File: src/rtl/uart_fifo_core.sv
// uart_fifo_core: full-duplex UART with baud timing, TX/RX framers and TX/RX FIFOs.
// Ports: clk, rst (sync, active high); rs232_rx/rs232_tx serial pins;
//        tx_data/tx_valid/tx_ready host->line stream; rx_data/rx_valid/rx_ready line->host
//        stream (first-word fall-through); tx_busy; parity_err/frame_err/overrun_err pulses.

// Synchronous FIFO with first-word fall-through read and extra-MSB pointers.
module uart_fifo_sync #(
    parameter int unsigned WIDTH = 8,
    parameter int unsigned DEPTH = 16
) (
    input  logic             clk,
    input  logic             rst,
    input  logic             wr_en,
    input  logic [WIDTH-1:0] wr_data,
    input  logic             rd_en,
    output logic [WIDTH-1:0] rd_data,
    output logic             full,
    output logic             empty
);
    localparam int unsigned AW = (DEPTH > 1) ? $clog2(DEPTH) : 1;

    logic [WIDTH-1:0] mem [DEPTH];
    logic [AW:0]      wr_ptr;
    logic [AW:0]      rd_ptr;
    logic             wr_ok;
    logic             rd_ok;

    assign empty   = (wr_ptr == rd_ptr);
    assign full    = (wr_ptr[AW] != rd_ptr[AW]) && (wr_ptr[AW-1:0] == rd_ptr[AW-1:0]);
    assign rd_ok   = rd_en && !empty;
    // A write into a full FIFO is still taken when the head leaves in the same cycle.
    assign wr_ok   = wr_en && (!full || rd_en);
    assign rd_data = mem[rd_ptr[AW-1:0]];

    // Pointer update
    always_ff @(posedge clk) begin
        if (rst) begin
            wr_ptr <= '0;
            rd_ptr <= '0;
        end else begin
            if (wr_ok) wr_ptr <= wr_ptr + (AW+1)'(1);
            if (rd_ok) rd_ptr <= rd_ptr + (AW+1)'(1);
        end
    end

    // Storage, no reset needed
    always_ff @(posedge clk) begin
        if (wr_ok) mem[wr_ptr[AW-1:0]] <= wr_data;
    end
endmodule

module uart_fifo_core #(
    parameter int unsigned CLK_HZ     = 50_000_000,
    parameter int unsigned BAUD       = 9600,
    parameter int unsigned DATA_BITS  = 8,
    parameter int unsigned PARITY     = 0,
    parameter int unsigned STOP_BITS  = 1,
    parameter int unsigned FIFO_DEPTH = 16
) (
    input  logic                 clk,
    input  logic                 rst,
    input  logic                 rs232_rx,
    output logic                 rs232_tx,
    input  logic [DATA_BITS-1:0] tx_data,
    input  logic                 tx_valid,
    output logic                 tx_ready,
    output logic [DATA_BITS-1:0] rx_data,
    output logic                 rx_valid,
    input  logic                 rx_ready,
    output logic                 tx_busy,
    output logic                 parity_err,
    output logic                 frame_err,
    output logic                 overrun_err
);
    localparam int unsigned DIV     = CLK_HZ / BAUD;
    localparam int unsigned CW      = $clog2(DIV);
    localparam int unsigned BW      = 4;
    localparam logic        PAR_ODD = (PARITY == 1);

    typedef enum logic [2:0] {TX_IDLE, TX_START, TX_DATA, TX_PAR, TX_STOP} tx_state_t;
    typedef enum logic [2:0] {RX_IDLE, RX_START, RX_DATA, RX_PAR, RX_STOP} rx_state_t;

    // ---------------- TX ----------------
    tx_state_t            tx_state, tx_state_nxt;
    logic [CW-1:0]        tx_cnt, tx_cnt_nxt;
    logic [BW-1:0]        tx_bit, tx_bit_nxt;
    logic [DATA_BITS-1:0] tx_shift, tx_shift_nxt;
    logic                 tx_par, tx_par_nxt;
    logic                 tx_line_nxt;
    logic                 tx_pop;
    logic                 tx_end;
    logic [DATA_BITS-1:0] tx_head;
    logic                 tx_full, tx_empty;

    uart_fifo_sync #(.WIDTH(DATA_BITS), .DEPTH(FIFO_DEPTH)) u_tx_fifo (
        .clk(clk), .rst(rst),
        .wr_en(tx_valid), .wr_data(tx_data),
        .rd_en(tx_pop), .rd_data(tx_head),
        .full(tx_full), .empty(tx_empty)
    );

    assign tx_ready = !tx_full;
    assign tx_end   = (tx_cnt == CW'(DIV - 1));

    // TX next state; line value is registered so it trails the state by one cycle
    always_comb begin
        tx_state_nxt = tx_state;
        tx_cnt_nxt   = tx_cnt;
        tx_bit_nxt   = tx_bit;
        tx_shift_nxt = tx_shift;
        tx_par_nxt   = tx_par;
        tx_line_nxt  = 1'b1;
        tx_pop       = 1'b0;
        if (tx_state != TX_IDLE) tx_cnt_nxt = tx_end ? '0 : tx_cnt + CW'(1);
        case (tx_state)
            TX_IDLE:  tx_pop = !tx_empty;
            TX_START: begin
                tx_line_nxt = 1'b0;
                if (tx_end) begin
                    tx_state_nxt = TX_DATA;
                    tx_bit_nxt   = '0;
                end
            end
            TX_DATA: begin
                tx_line_nxt = tx_shift[0];
                if (tx_end) begin
                    tx_shift_nxt = tx_shift >> 1;
                    if (tx_bit == BW'(DATA_BITS - 1)) begin
                        tx_state_nxt = (PARITY != 0) ? TX_PAR : TX_STOP;
                        tx_bit_nxt   = '0;
                    end else begin
                        tx_bit_nxt = tx_bit + BW'(1);
                    end
                end
            end
            TX_PAR: begin
                tx_line_nxt = tx_par;
                if (tx_end) begin
                    tx_state_nxt = TX_STOP;
                    tx_bit_nxt   = '0;
                end
            end
            TX_STOP: begin
                if (tx_end) begin
                    if (tx_bit == BW'(STOP_BITS - 1)) begin
                        // Chain straight into the next start bit when data is waiting
                        tx_state_nxt = TX_IDLE;
                        tx_pop       = !tx_empty;
                    end else begin
                        tx_bit_nxt = tx_bit + BW'(1);
                    end
                end
            end
            default: tx_state_nxt = TX_IDLE;
        endcase
        if (tx_pop) begin
            tx_shift_nxt = tx_head;
            tx_par_nxt   = (^tx_head) ^ PAR_ODD;
            tx_cnt_nxt   = '0;
            tx_state_nxt = TX_START;
        end
    end

    always_ff @(posedge clk) begin
        if (rst) begin
            tx_state <= TX_IDLE;
            tx_cnt   <= '0;
            tx_bit   <= '0;
            tx_shift <= '0;
            tx_par   <= 1'b0;
            rs232_tx <= 1'b1;
            tx_busy  <= 1'b0;
        end else begin
            tx_state <= tx_state_nxt;
            tx_cnt   <= tx_cnt_nxt;
            tx_bit   <= tx_bit_nxt;
            tx_shift <= tx_shift_nxt;
            tx_par   <= tx_par_nxt;
            rs232_tx <= tx_line_nxt;
            tx_busy  <= (tx_state != TX_IDLE) || !tx_empty;
        end
    end

    // ---------------- RX ----------------
    rx_state_t            rx_state, rx_state_nxt;
    logic [CW-1:0]        rx_cnt, rx_cnt_nxt;
    logic [BW-1:0]        rx_bit, rx_bit_nxt;
    logic [DATA_BITS-1:0] rx_shift, rx_shift_nxt;
    logic                 rx_par_bit, rx_par_bit_nxt;
    logic                 rx_s1, rx_s2, rx_s3;
    logic                 rx_mid;
    logic                 rx_push, rx_push_nxt;
    logic                 frame_err_nxt, parity_err_nxt;
    logic                 rx_full, rx_empty;

    uart_fifo_sync #(.WIDTH(DATA_BITS), .DEPTH(FIFO_DEPTH)) u_rx_fifo (
        .clk(clk), .rst(rst),
        .wr_en(rx_push), .wr_data(rx_shift),
        .rd_en(rx_ready), .rd_data(rx_data),
        .full(rx_full), .empty(rx_empty)
    );

    assign rx_valid = !rx_empty;
    assign rx_mid   = (rx_cnt == CW'(DIV - 1));

    // RX next state; rx_s3 holds the previous synchronised sample for edge detection
    always_comb begin
        rx_state_nxt   = rx_state;
        rx_cnt_nxt     = rx_cnt;
        rx_bit_nxt     = rx_bit;
        rx_shift_nxt   = rx_shift;
        rx_par_bit_nxt = rx_par_bit;
        rx_push_nxt    = 1'b0;
        frame_err_nxt  = 1'b0;
        parity_err_nxt = 1'b0;
        if (rx_state != RX_IDLE) rx_cnt_nxt = rx_mid ? '0 : rx_cnt + CW'(1);
        case (rx_state)
            RX_IDLE: begin
                if (rx_s3 && !rx_s2) begin
                    rx_state_nxt = RX_START;
                    rx_cnt_nxt   = '0;
                end
            end
            RX_START: begin
                // Half a bit in: a high line means the falling edge was a glitch
                if (rx_cnt == CW'(DIV / 2 - 1)) begin
                    rx_cnt_nxt   = '0;
                    rx_bit_nxt   = '0;
                    rx_state_nxt = rx_s2 ? RX_IDLE : RX_DATA;
                end
            end
            RX_DATA: begin
                if (rx_mid) begin
                    rx_shift_nxt = {rx_s2, rx_shift[DATA_BITS-1:1]};
                    if (rx_bit == BW'(DATA_BITS - 1)) begin
                        rx_state_nxt = (PARITY != 0) ? RX_PAR : RX_STOP;
                    end else begin
                        rx_bit_nxt = rx_bit + BW'(1);
                    end
                end
            end
            RX_PAR: begin
                if (rx_mid) begin
                    rx_par_bit_nxt = rx_s2;
                    rx_state_nxt   = RX_STOP;
                end
            end
            RX_STOP: begin
                // Only the first stop bit is checked; return to IDLE mid-bit to resync early
                if (rx_mid) begin
                    rx_state_nxt = RX_IDLE;
                    if (!rx_s2) begin
                        frame_err_nxt = 1'b1;
                    end else if ((PARITY != 0) && (rx_par_bit != ((^rx_shift) ^ PAR_ODD))) begin
                        parity_err_nxt = 1'b1;
                    end else begin
                        rx_push_nxt = 1'b1;
                    end
                end
            end
            default: rx_state_nxt = RX_IDLE;
        endcase
    end

    always_ff @(posedge clk) begin
        if (rst) begin
            rx_state    <= RX_IDLE;
            rx_cnt      <= '0;
            rx_bit      <= '0;
            rx_shift    <= '0;
            rx_par_bit  <= 1'b0;
            rx_s1       <= 1'b1;
            rx_s2       <= 1'b1;
            rx_s3       <= 1'b1;
            rx_push     <= 1'b0;
            frame_err   <= 1'b0;
            parity_err  <= 1'b0;
            overrun_err <= 1'b0;
        end else begin
            rx_state    <= rx_state_nxt;
            rx_cnt      <= rx_cnt_nxt;
            rx_bit      <= rx_bit_nxt;
            rx_shift    <= rx_shift_nxt;
            rx_par_bit  <= rx_par_bit_nxt;
            rx_s1       <= rs232_rx;
            rx_s2       <= rx_s1;
            rx_s3       <= rx_s2;
            rx_push     <= rx_push_nxt;
            frame_err   <= frame_err_nxt;
            parity_err  <= parity_err_nxt;
            // A same-cycle pop frees the slot, so only a stalled full FIFO overruns
            overrun_err <= rx_push && rx_full && !rx_ready;
        end
    end
endmodule
File: config.mk
export PLATFORM = sky130hd
export DESIGN_NAME = uart_fifo_core
export DESIGN_NICKNAME = d
export VERILOG_FILES = /design/src/rtl/uart_fifo_core.sv
export SDC_FILE = /design/constraint.sdc
export NUM_CORES = 1
export LEC_CHECK = 0
export ABC_AREA = 0
export BUFFER_PORTS_ARGS = -buffer_cell sky130_fd_sc_hd__buf_4
export CAP_MARGIN = 10
export CORE_MARGIN = 4
export CORE_UTILIZATION = 60
export CTS_CLUSTER_DIAMETER = 80
export DETAILED_ROUTE_END_ITERATION = 10
export GPL_ROUTABILITY_DRIVEN = 1
export PLACE_DENSITY = 0.87
export SKIP_LAST_GASP = 1
export SLEW_MARGIN = 20
export SYNTH_ARGS = -nofsm -noshare
export SYNTH_HDL_FRONTEND = slang
export SYNTH_SLANG_ARGS = --single-unit
export TNS_END_PERCENT = 10
File: constraint.sdc
create_clock -name clk -period 5.1 [get_ports clk]
set_input_delay 0.255 -clock clk [delete_from_list [all_inputs] [get_ports clk]]
set_output_delay 0.255 -clock clk [all_outputs]
set_load 0.005 [all_outputs]
==> results list <==
- In this run, the number of DRC markers left after iteration 0 of detailed routing was 650.
- At the placement stage, the worst setup path has a slack of 1718 ps.
- # hold bufs at CTS: 1
- Total vias in the final route: between 7k and 8k
* Syn Inst Count: between 800 and 900
- Across every metal layer, demand over resource in global routing totals a little over a fifth.
* Capture instance of the worst register-to-register path: u_tx_fifo.mem[2][5]
* Die area: between 20000 and 30000 sq um
* EDFF count, synth: around 260
- Before antenna repair, the detailed router went through 5 iterations.
- Number of buffers added by the clock tree synthesis step: 34
- The die is ~160 um tall.
- The H-tree was split into 2 levels.
* Launch point of the worst reg-to-reg path: tx_bit[0]
- Leakage power: 5.150 nW
- The top cell type by area accounts for between 50% and 60% of the synthesized area.
- Buffers placed on the I/O ports in this run total 26.
- Max-cap viol count: 0
* Combinational share of power: between 10% and 20%
- Using the TritonRoute via totals, the vias-per-cell ratio works out to between 5 and 6.
- Element type at the critical path start: register
* Commonest cells post-synth: 256 x edfxtp_1, 120 x nor2_1, 93 x dfxtp_1
- Setup violations remaining at the end of the flow were counted as 0.
- Share of total power consumed by net switching: a little under a quarter
* Number of top-level pins: 28
- Cell area after technology mapping: approximately 14000 sq um
- Per-instance average area after synthesis: about 16 sq um
* Diode insertion count for antenna repair: 0
- The core region is ~23000 sq um.
- Max Root-Sink Buffers: 3
* Net count, final: 947
* Final routed DRC violation total: 0
- For this design the ratio of total power to cell area is roughly 400 nW/um^2.
* Register share of total power: between 50% and 60%
- Cell internal power was estimated by the tool at between 4 and 5 mW.
* Share of async-settable or async-resettable flops after synthesis: 0%
- Summing the sequential cell areas from Yosys gives between 60 and 70% of the chip area.
- Post-route clock period utilization: 64.61%
- Setup repair after global routing left no endpoint under its margin.
* Most frequent cell after synthesis: edfxtp_1
- The wire-length estimate of the detail-placed layout is between 15 and 20 mm.
* Outcome: completed
- Global placer's final weighted congestion: 0.8439
- Initial Utilization: between 60% and 70%
* Slew Limit Fails: 0
- Fraction of final layout cells sized beyond drive strength 1: 18.31%
- Counting instances, the worst hold path has a depth of 4.
* Most used DFF post-synth: edfxtp_1
- The clock arrives with around 32 ps of skew.
* WP data arrival: around 3400 ps
* Hold Path Class: input pin to register
* End-of-flow core utilization: 68.07%
* Sum of negative setup slack: 0 ps
- The count of nets left with antenna violations once routing finished came out at 0.
- At the pin with the least slew margin, the transition time is between 1000 and 1500 ps.
- The tree is rooted in a clkbuf_16.
- Register clock-pin slew on the reported worst setup and hold paths: about 60 ps
- For met1 alone, demand over resource in global routing was between 20 and 30%.
- Most utilized layer in the global route result: met2
- Setup slack on the worst flop-to-flop path: around 1800 ps
* Startpoint of the worst hold path: rx_ready
- Row generation in the floorplan step produced 55 rows.
- Flip-flop and latch count after synthesis: 349
- Vias in the first global route: 7597
* Final Hold Violating Endpoints: 0
* Total power: 6.227 mW
- Final worst slack: 1805 ps
- Timing would allow up to slightly above 0.3 GHz.
- Min-Delay Endpoint: overrun_err
* Routed length per placed instance: ~21 um
* Post-CTS Repair Setup Buffers: 0
* Yosys warns: 0
- Crit path time final: roughly 3300 ps
- Remaining global-route overflow: 0
- Switch Pwr: 1.460 mW
- Global routing used around 3.2% of the available met3 tracks.
- Worst relative slew slack: between 20 and 30%
- Path depth of the worst reg2reg path: 8
- The later pin in the worst-skew pair is clocked with a latency of around 520 ps.
* Clk network pwr share: approximately two fifths
- Final Non-Filler Cells: ~1.3k
* Synth unique cells: 50
- Data on the critical path is required at its endpoint by about 5200 ps.
- Drt total wl: around 26 mm
- Net count of the mapped netlist: 924
- Global routing consumed, on the met2 layer, approximately 36% of the routing resources.
- Once the clock tree was built, the resizer swapped 0 gates to a different size.
* Global-route wire length before repair: 42.15 mm
- Max FO, Critical Path: 8
* Critical Setup Path Class: register to register
- STA classifies the critical path endpoint as a register.
- Dominant cell type by area after synthesis: edfxtp_1
- CTS tree: done
* Die Wd: approximately 160 um
* Worst-case vdd ir drop: ~0.44 mV
- Largest net degree at the start of global routing: 63
- Main area contributors after synthesis: edfxtp_1 55%, dfxtp_1 13%, mux4_2 12%
* Number of cells in the design after placement: ~1.2k
* Sinks on the clock net: 349
- Area growth from synthesis to layout: 11.19%
* Antenna violations before repair: 0
-- placed cells by master (no fill, tap or decap), types with 18 or more instances in the layout --
cell	n
a22oi_1	18
xnor2_1	25
nand2_1	41
dfxtp_1	90
xor2_1	30
mux4_2	72
mux2i_1	20
nor2_1	120
clkbuf_16	35
a21oi_1	21
buf_4	33
edfxtp_1	256
-- state kept, by name, summed over array words and instances, names as in the netlist, 8 cells and up, named ones only --
signal,count
tx_shift,8
tx_cnt,13
u_tx_fifo.mem,128
u_rx_fifo.mem,128
rx_cnt,13
rx_shift,8
-- worst max-delay path by stage --
| stage | slack (ps) | end | from | depth (start not counted) |
|---|---|---|---|---|
| after floorplan | 2260 | u_tx_fifo.mem[3][0] | tx_bit[0] | 9 |
| after detailed placement | 1720 | u_tx_fifo.mem[3][5] | tx_bit[0] | 8 |
| after global routing | 1530 | u_tx_fifo.mem[2][6] | tx_bit[0] | 8 |
| after CTS | 1680 | u_tx_fifo.mem[0][6] | tx_bit[0] | 8 |
| final | 1800 | u_tx_fifo.mem[2][5] | tx_bit[0] | 8 |
| after global placement | 1880 | u_tx_fifo.mem[1][6] | tx_bit[0] | 8 |
-- logic make-up (layout without fill, tap and decap cells) --
group	Yosys count	count (layout)	synth area share (%)
adder cells (fa/ha/maj)	15	15	1.346
multiplexers	93	93	13.14
other	1	1	0.02689
buffers and inverters	59	108	1.669
AO/OA/AOI/OAI	64	64	2.925
XOR/XNOR	55	55	3.454
flip-flops	349	349	68.48
AND/OR/NAND/NOR	260	260	8.955
-- per-stage QoR --
step | hold WS, ps | cell area (sq um)
after global routing | 45.39 | 15500
after floorplan | 353.9 | 13940
after CTS | 2.231 | 15490
after detailed placement | 405.6 | 14400
final | 13.97 | 15500
after global placement | 394.4 | 14400
-- power by group through the flow --
| stage | Sequential (mW) | Clock, mW | Combinational [mW] |
|---|---|---|---|
| CTS | 3.21 | 2.42 | 0.633 |
| finish | 3.20 | 2.38 | 0.641 |
| detailed placement | 3.26 | 0 | 0.613 |
| global route | 3.22 | 2.56 | 0.695 |
| floorplan | 3.20 | 0 | 0.539 |
| global placement | 3.26 | 0 | 0.597 |
-- worst max-delay path, cell delays in order, from the launching register on --
cell      delay, ps
dfxtp_1         330
inv_1            90
ha_1            140
or3b_2          450
nand4b_1        200
a21boi_0        330
o21a_1          360
nand2_1         190
nor3_1          830
-- metal layers --
layer,wire length (um),up-vias
li1,-,3424
met2,13680,276
met3,1597,37
met5,0,-
met4,458,0
met1,10640,3704
-- area by class of cell --
class	count	area [sq um]
tap	313	391.6
clock inverter	17	133.9
sequential	349	9555
clock buffer	45	943.4
timing repair buffer	34	257.7
fill	1418	7273
inverter	12	45.04
multi-input combinational	488	4178
Power figures use the tool's default switching activity.
